[src/rtl/lfsr_checker_8bit.sv]
// LFSR sequence checker: hunts for a nonzero seed, verifies LOCK_COUNT predicted words, then tracks errors while locked.
// Optional LFSR_CHK_STATS_EN adds a word_count output counting samples consumed while locked.
module lfsr_checker_8bit #(
    parameter int LOCK_COUNT = 4,
    parameter int LOSS_COUNT = 3
) (
    input  logic        clk,
    input  logic        rst_n,
    input  logic        data_valid,
    input  logic [7:0]  data_in,
    input  logic        clr,
    output logic        locked,
    output logic        err_pulse,
    output logic [15:0] err_count,
`ifdef LFSR_CHK_STATS_EN
    output logic [31:0] word_count,
`endif
    output logic [7:0]  expected
);

    typedef enum logic [1:0] {HUNT, VERIFY, LOCKED} state_t;

    localparam logic [3:0] LOCK_LAST = 4'(LOCK_COUNT - 1);
    localparam logic [3:0] LOSS_LAST = 4'(LOSS_COUNT - 1);

    state_t      state, state_next;
    logic [3:0]  match_cnt, match_next;
    logic [3:0]  miss_cnt, miss_next;
    logic [7:0]  expected_next;
    logic        locked_next;
    logic        err_pulse_next;
    logic [15:0] err_count_next;
    logic        mismatch;
    logic        err_hit;

    function automatic logic [7:0] lfsr_next(input logic [7:0] x);
        return {x[6:0], x[7] ^ x[5] ^ x[4] ^ x[3]};
    endfunction

    assign mismatch = (data_in != expected);
    assign err_hit  = data_valid && (state == LOCKED) && mismatch;

    always_ff @(posedge clk or negedge rst_n) begin
        if (!rst_n) begin
            state     <= HUNT;
            match_cnt <= 4'd0;
            miss_cnt  <= 4'd0;
            expected  <= 8'h00;
            locked    <= 1'b0;
            err_pulse <= 1'b0;
            err_count <= 16'h0000;
        end else begin
            state     <= state_next;
            match_cnt <= match_next;
            miss_cnt  <= miss_next;
            expected  <= expected_next;
            locked    <= locked_next;
            err_pulse <= err_pulse_next;
            err_count <= err_count_next;
        end
    end

    always_comb begin
        state_next    = state;
        match_next    = match_cnt;
        miss_next     = miss_cnt;
        expected_next = expected;
        if (data_valid) begin
            case (state)
                HUNT: begin
                    // An all-zero word would lock the generator, so it is never accepted as a seed.
                    if (data_in != 8'h00) begin
                        expected_next = lfsr_next(data_in);
                        match_next    = 4'd0;
                        state_next    = VERIFY;
                    end
                end
                VERIFY: begin
                    if (!mismatch) begin
                        expected_next = lfsr_next(expected);
                        if (match_cnt == LOCK_LAST) begin
                            match_next = 4'd0;
                            miss_next  = 4'd0;
                            state_next = LOCKED;
                        end else begin
                            match_next = match_cnt + 4'd1;
                        end
                    end else if (data_in != 8'h00) begin
                        expected_next = lfsr_next(data_in);
                        match_next    = 4'd0;
                    end else begin
                        match_next = 4'd0;
                        state_next = HUNT;
                    end
                end
                LOCKED: begin
                    // Free-run the local generator so a corrupted word cannot poison later predictions.
                    expected_next = lfsr_next(expected);
                    if (!mismatch) begin
                        miss_next = 4'd0;
                    end else if (miss_cnt == LOSS_LAST) begin
                        miss_next  = 4'd0;
                        state_next = HUNT;
                    end else begin
                        miss_next = miss_cnt + 4'd1;
                    end
                end
                default: begin
                    state_next = HUNT;
                end
            endcase
        end
    end

    always_comb begin
        locked_next    = (state_next == LOCKED);
        err_pulse_next = err_hit;
        err_count_next = err_count;
        if (clr) begin
            err_count_next = 16'h0000;
        end else if (err_hit && (err_count != 16'hFFFF)) begin
            err_count_next = err_count + 16'd1;
        end
    end

`ifdef LFSR_CHK_STATS_EN
    always_ff @(posedge clk or negedge rst_n) begin
        if (!rst_n) begin
            word_count <= 32'd0;
        end else if (clr) begin
            word_count <= 32'd0;
        end else if (data_valid && (state == LOCKED) && (word_count != 32'hFFFF_FFFF)) begin
            word_count <= word_count + 32'd1;
        end
    end
`endif

endmodule
[config.mk]
export PLATFORM = sky130hd
export DESIGN_NAME = lfsr_checker_8bit
export DESIGN_NICKNAME = d
export VERILOG_FILES = /design/src/rtl/lfsr_checker_8bit.sv
export SDC_FILE = /design/constraint.sdc
export NUM_CORES = 1
export LEC_CHECK = 0
export ABC_AREA = 1
export CORE_MARGIN = 2
export CORE_UTILIZATION = 50
export DETAILED_ROUTE_END_ITERATION = 7
export HOLD_SLACK_MARGIN = 0.15
export PLACE_DENSITY_LB_ADDON = 0.12
export SLEW_MARGIN = 15
export SYNTH_ARGS = -nofsm -noshare
export SYNTH_HDL_FRONTEND = slang
export SYNTH_SLANG_ARGS = --single-unit
[constraint.sdc]
create_clock -name clk -period 1.8 [get_ports clk]
set_input_delay 0.36 -clock clk [delete_from_list [all_inputs] [get_ports clk]]
set_output_delay 0.36 -clock clk [all_outputs]
set_load 0.1 [all_outputs]
==> qor.yml, run 1 <==
antenna_found_initial: 0
cts_max_level: 2
syn_area_per_cell_um2: 7.13
critical_path_arrival_ns: 1.94
cts_root_buf: "clkbuf_8"
stdcell_area_um2: 3860
ir_worst_vdd_uv: 1290
drc: 0
firstDrtPassIters: 4
rows: 26
path_max_fanout: 7
wire_per_inst_um: 13.1
grt_usage_pct: 23.0
finalHoldViolations: 0
first_global_vias: 2570
die_area_um2: 5860
power_density_nw_per_um2: 916
cpMaxStageDelayCell: "dfrtp_4"
core_area_um2: 5110
syn2layout_area_growth_pct: 46.6
clk_path_buf_depth: 2
start_util_pct: 51.5
r2r-end: "err_count[10]$_DFFE_PN0P_"
reg2reg_from: "err_count[1]$_DFFE_PN0P_"
synthDistinctLibCells: 31
ff2ff_path_depth: 10
p_leak_uw: 0.00184
drv_cap: 0
ys_warn_count: 0
crit_type: "reg -> reg"
vias: 2649
outcome: "finished, final reports clean"
final_min_period_over_clock_period_pct: 97.5
grt_max_degree: 32
slowest_delay_ns: 0.43
cp-end-kind: "register"
worstPathRequired_ns: 1.99
swShare_pct: 43.8
finalNetCount: 461
grt_pass1_wl_mm: 11.0
ant_nets: 0
dpl_cell_area_um2: 3600
place_congestion: 0.860
yosys_register_bits: 36
cts.sinks: 36
ys.flop_type: "dfrtp_1"
p_int_uw: 1990
diodes: 0
dieHeight_um: 76.5
hold_path.class: "reg -> reg"
synth-edff-count: 0
cts_tree: "done"
routed_wl_mm: 6.71
clock_latency_ns: 0.30
period_minus_slack_ns: 1.76
overflow: 0
start_kind: "register"
drive_above_1_share_pct: 30.5
hold_end: "match_cnt[1]$_DFFE_PN0P_"
min_from: "match_cnt[1]$_DFFE_PN0P_"
p_switching_uw: 1550
drt_iter0_drc: 112
timing.slew.headroom_pct: 52.2
synth_nets: 389
place_hpwl_mm: 5.04
async_flop_share_pct: 100
maxSlewViolCount: 0
postSynthCellCount: 369
clock_power_share_pct: 20.5
fmax_mhz: 570
skew_ns: 0.00795
worstMarginPinSlew_ns: 0.717
fin_util_pct: 75.5
min_path_cells: 2
path_cells: "ha_4 -> nand2_4 -> nor2_4 -> inv_2 -> nor4_4 -> a21oi_4 -> buf_12 -> buf_6 -> nand4_1 -> nand2_1"
timing.reg2reg.setup_slack_ns: 0.04
port_buffers: 37
clk_pin_slew_worst_paths_ns: 0.08
combPwrFrac_pct: 48.9
cpLargestDelayFamily: "simple AND/OR/NAND/NOR gates"
finalSetupViolations: 0
rsz0062_at_grt: "true"
mappedNetlistArea_um2: 2630
power_frac_seq_pct: 30.5
seq_area_frac_synth_pct: 34.2
viasPerCell: 5.17
chipWidth_um: 76.5
cts_buffers: 5
crit_buf_inv: 3
num_io_pins: 38
per-layer routing:
layer | vias to the layer above | GRT usage (%) | share of wire (%)
met5 | - | 0 | 0
met4 | 0 | 10.5 | 2.8
met3 | 16 | 4.03 | 4.7
met2 | 78 | 42.4 | 52
met1 | 1229 | 25.5 | 41
li1 | 1326 | - | -
final cells by class:
class / instances / area, µm²
multi-input combinational: 285 / 1590
fill: 377 / 1250
sequential: 36 / 958
timing repair buffer: 74 / 953
inverter: 39 / 151
tap: 70 / 87.6
clock buffer: 5 / 68.8
clock inverter: 3 / 42.5
flip-flops by register name (all words and copies together), names as in the netlist:
name / cells
locked: 1
state: 2
match_cnt: 4
expected: 8
err_pulse: 1
miss_cnt: 4
err_count: 16
worst register-to-register path, stage by stage, from the launching register on:
cell and delay, ns:
dfrtp_4 0.43, ha_4 0.16, nand2_4 0.06, nor2_4 0.13
inv_2 0.06, nor4_4 0.27, a21oi_4 0.10, buf_12 0.15
buf_6 0.13, nand4_1 0.08, nand2_1 0.06
cell families after synthesis:
logic type	after synthesis	share of synthesized area (%)
simple gates	225	40.6
buf+inv	48	7.99
flops	36	34.2
compound gates	34	7.37
xor+xnor	18	5.99
fa+ha+maj	8	3.80
timing repair:
item,4_1_cts,5_1_grt
hold buffers,1,0
pin swaps,0,6
setup buffers,0,5
cloned,0,1
resized for setup,2,25
setup endpoints to repair,3,34
hold endpoints to repair,29,0
Yosys cell counts, drive strengths merged (5+ instances only):
library cell	count	area [µm²]
a21oi	12	71.3
buf	5	46.3
dfrtp	36	901
ha	8	100
inv	38	145
nand2	126	480
nand3	31	223
nand3b	8	60.1
nand4	12	75.1
nor2	34	135
nor3	6	30.0
o21ai	15	75.1
o22ai	5	31.3
or2	6	37.5
xnor2	8	70.1
xor2	10	87.6
through the flow:
stage	TNS, ns	power, µW	hold WS, ns	setup slack, ns	cells
floorplan	0	2150	0.0644	0.00304	369
global placement	-6.72	2750	0.446	-0.272	497
detailed placement	-8.94	2780	0.448	-0.314	497
CTS	0	3500	0.537	0.00982	506
global route	-0.145	3730	0.570	-0.0194	512
finish	0	3530	0.535	0.0445	512
worst max path at each step:
stage	slack, ns	startpoint	end	cells past startpoint
floorplan	0.003	err_count[10]$_DFFE_PN0P_	err_count[12]$_DFFE_PN0P_	7
global placement	-0.27	data_in[5]	match_cnt[1]$_DFFE_PN0P_	10
detailed placement	-0.31	data_in[5]	match_cnt[1]$_DFFE_PN0P_	10
CTS	0.01	data_in[5]	match_cnt[0]$_DFFE_PN0P_	11
global route	-0.02	err_count[1]$_DFFE_PN0P_	err_count[2]$_DFFE_PN0P_	10
finish	0.04	err_count[1]$_DFFE_PN0P_	err_count[10]$_DFFE_PN0P_	10
placed cells by master, fill, tap and decap left out, types with 3 or more instances in the layout:
master,Yosys,final
dfrtp_1,36,12
xnor2_1,8,8
dfrtp_4,0,11
nand4_1,12,12
a21oi_1,11,9
o21ai_0,15,11
clkdlybuf4s50_1,0,4
dlymetal6s2s_1,0,6
buf_12,1,28
ha_1,8,5
or2_2,6,6
nor3_1,6,6
inv_2,3,3
nor2_1,31,26
nand3b_1,8,8
nand2_1,125,124
inv_1,34,34
buf_4,0,32
dfrtp_2,0,13
xor2_1,10,10
nor2_2,3,5
nor2_4,0,3
clkbuf_8,0,5
nand3_1,19,19
o21ai_1,0,3
o22ai_1,5,5
nand3_2,11,11
power by group through the flow:
stage / registers [µW] / clock network, µW / logic [µW]
global placement: 1080 / 0 / 1670
CTS: 1070 / 736 / 1700
finish: 1080 / 724 / 1730
detailed placement: 1080 / 0 / 1690
global route: 1100 / 764 / 1870
floorplan: 1580 / 0 / 570
No activity file was read; power rests on OpenSTA's default activity.
==> inputs of run 2 (changes only) <==
--- a/config.mk
+++ b/config.mk
@@ -8,6 +8,7 @@
 export ABC_AREA = 1
 export CORE_MARGIN = 2
 export CORE_UTILIZATION = 50
+export CTS_CLUSTER_DIAMETER = 100
 export DETAILED_ROUTE_END_ITERATION = 7
 export HOLD_SLACK_MARGIN = 0.15
 export PLACE_DENSITY_LB_ADDON = 0.12
==> results of run 2 <==
Final layout, timing and power as in run 1 (identical DEF).
==> inputs of run 3 (changes only) <==
--- a/config.mk
+++ b/config.mk
@@ -12,6 +12,7 @@
 export DETAILED_ROUTE_END_ITERATION = 7
 export HOLD_SLACK_MARGIN = 0.15
 export PLACE_DENSITY_LB_ADDON = 0.12
+export SKIP_CTS_REPAIR_TIMING = 1
 export SLEW_MARGIN = 15
 export SYNTH_ARGS = -nofsm -noshare
 export SYNTH_HDL_FRONTEND = slang
==> constraint.sdc (replaced) <==
create_clock -name clk -period 1.8 [get_ports clk]
set_input_delay 0.36 -clock clk [delete_from_list [all_inputs] [get_ports clk]]
set_output_delay 0.36 -clock clk [all_outputs]
set_load 0.05 [all_outputs]
==> run 3 against run 2 <==
  * Routed wire length fell by 8.8%
  * Flip-flop and latch count unchanged
  * Utilization down 8.9 points
  * Maximum frequency increased by 3.0%
  * Critical endpoint is now err_count[1]$_DFFE_PN0P_
  * Non-clock buffer count down 4
  * Total power fell by 18%
  * Worst hold slack got worse by 0.0074 ns
  * Via count shrank 3.9%
  * Highest routed layer unchanged
  * Largest power group unchanged
  * Global-route usage is 0.58 points lower
==> qor.yml, run 3 (synthesis gave the netlist of run 1 again) <==
outcome: "finished, final reports clean"
path_cells: "ha_4 -> nand2_1 -> nor2_2 -> inv_2 -> nor4_4 -> a21oi_4 -> buf_6 -> o21ai_0 -> nor2_1"
power_density_nw_per_um2: 851  # -7.1%
period_minus_slack_ns: 1.70  # -0.0515 ns
totalPowerFinal_uw: 2890  # -18%
core_area_um2: 5110  # unchanged
viasPerCell: 5.01  # -3.1%
die_area_um2: 5860  # unchanged
first_global_vias: 2493  # -3.0%
top_register: "err_count"
largest_reg_flops: 16  # unchanged
syn2layout_area_growth_pct: 29.3
rsz0062_at_grt: "false"
clock_power_share_pct: 21.1  # +0.6 points
crit_type: "reg -> reg"
num_io_pins: 38  # unchanged
antenna_found_initial: 0  # unchanged
ir_worst_vdd_uv: 699  # -46%
dp_slack_ns: -0.325  # -0.0106 ns
cpMaxStageDelayCell: "dfrtp_2"
chipWidth_um: 76.5  # unchanged
place_hpwl_mm: 4.74  # -5.8%
firstDrtPassIters: 4  # unchanged
multi_input_area_um2: 1560  # -2.0%
cts_tree: "done"
fmax_mhz: 587  # +3.0%
cp-end-kind: "register"
worstPathRequired_ns: 1.97  # -0.02 ns
finalHoldViolations: 0  # unchanged
overflow: 0  # unchanged
clock_latency_ns: 0.28  # -0.02 ns
diodes: 0  # unchanged
hold_path.class: "reg -> reg"
drv_cap: 0  # unchanged
grt_pass1_wl_mm: 10.9  # -0.82%
layout.area.seq_um2: 907  # -5.4%
swShare_pct: 41.6  # -2.2 points
dieHeight_um: 76.5  # unchanged
layout_common_cells: "125 x nand2_1, 55 x buf_4, 34 x inv_1"
port_buffers: 37  # unchanged
wire_per_inst_um: 12.0  # -8.0%
cts.sinks: 36  # unchanged
ant_nets: 0  # unchanged
rows: 26  # unchanged
drt_iter0_drc: 136  # +21%
cts_buffers: 5  # unchanged
cts_root_buf: "clkbuf_8"
fin_util_pct: 66.6  # -8.9 points
finalNetCount: 457  # -0.87%
critical_path_arrival_ns: 1.88  # -0.06 ns
grt_usage_pct: 22.4  # -0.58 points
p_leak_uw: 0.00176  # -4.2%
worstMarginPinSlew_ns: 0.505  # -0.212 ns
final_common_cell: "nand2_1"
maxSlewViolCount: 0  # unchanged
p_switching_uw: 1200  # -22%
clk_pin_slew_worst_paths_ns: 0.07  # about the same
path_max_fanout: 6  # -1
start_kind: "register"
place_congestion: 0.916  # +6.5%
timing.slew.headroom_pct: 66.1  # +14 points
top_regs: "err_count: 16 flops, expected: 8 flops"
clk_path_buf_depth: 2  # unchanged
final_min_period_over_clock_period_pct: 94.7  # -2.9 points
p_int_uw: 1690  # -15%
combPwrFrac_pct: 43.9  # -5.0 points
routed_wl_mm: 6.12  # -8.8%
finalSetupViolations: 0  # unchanged
drc: 0  # unchanged
skew_ns: 0.00343  # -0.00453 ns
start_util_pct: 51.5  # unchanged
nFillCells: 458  # +21%
vias: 2546  # -3.9%
grt_max_degree: 32  # unchanged
setup_ws_ns: 0.0960  # +0.0515 ns
cts_max_level: 2  # unchanged
slowest_delay_ns: 0.42  # about the same
power_frac_seq_pct: 35.0  # +4.5 points
drive_above_1_share_pct: 23.7  # -6.8 points
==> run 3: changes by cell type in the layout (fill, tap and decap cells not counted), sizes merged <==
cell / previous run / this run
dlymetal6s2s: 6 / 8
clkdlybuf4s50: 4 / 2
clkbuf: 5 / 7
buf: 63 / 59
clkinv: 2 / 1
bufinv: 1 / 0
==> run 3: worst max-delay path, delay by kind of cell, from the launching register on <==
kind	cells	cell delay [ns]
AOI/OAI and AO/OA	2	0.29
adders and majority gates	1	0.15
DFF	1	0.42
and+or+nand+nor	4	0.50
buffers and inverters	2	0.22
==> run 3: cell type report <==
class | instances | area share [%]
Inverter | 39 | 4.45
Sequential cell | 36 | 26.7
Multi-Input combinational cell | 285 | 45.9
Clock buffer | 7 | 2.54
Timing Repair Buffer | 70 | 17.6
Tap cell | 70 | 2.57
Clock inverter | 1 | 0.221
==> run 3: power by group through the flow <==
stage	clock (µW)	sequential, µW	combinational [µW]
floorplan	0	1280	570
global placement	0	1020	1230
detailed placement	0	1020	1250
CTS	632	1000	1250
global route	665	1030	1410
finish	610	1010	1270
==> run 3: worst paths after layout <==
| path | from | to | slack (ns) | depth (start not counted) |
|---|---|---|---|---|
| worst min register to register | match_cnt[1]$_DFFE_PN0P_ | match_cnt[1]$_DFFE_PN0P_ | 0.53 | 2 |
| min in group asynchronous | rst_n | err_count[1]$_DFFE_PN0P_ | 0.55 | 2 |
| worst min-delay path | match_cnt[1]$_DFFE_PN0P_ | match_cnt[1]$_DFFE_PN0P_ | 0.53 | 2 |
| worst max-delay path | err_count[1]$_DFFE_PN0P_ | err_count[1]$_DFFE_PN0P_ | 0.1 | 9 |
| max in group asynchronous | rst_n | match_cnt[2]$_DFFE_PN0P_ | 0.80 | 3 |
| worst max register to register | err_count[1]$_DFFE_PN0P_ | err_count[1]$_DFFE_PN0P_ | 0.1 | 9 |
==> run 3: metal layers <==
| metal | share of wire, % | up-vias | GRT usage [%] |
|---|---|---|---|
| li1 | - | 1321 | - |
| met1 | 44 | 1174 | 27.1 |
| met2 | 52 | 42 | 40.9 |
| met3 | 2.9 | 9 | 2.84 |
| met4 | 1.7 | 0 | 7.45 |
| met5 | 0 | - | 0 |
==> run 3: per-stage QoR <==
step                TNS [ns]  instances  instance area, µm²  hold WS (ns)
floorplan                  0        369                2650        0.0644
finish                     0        508                3400         0.527
detailed placement     -7.85        499                3240         0.335
global placement       -6.16        499                3240         0.326
global route               0        508                3400         0.579
CTS                  -0.0431        507                3340        0.0142
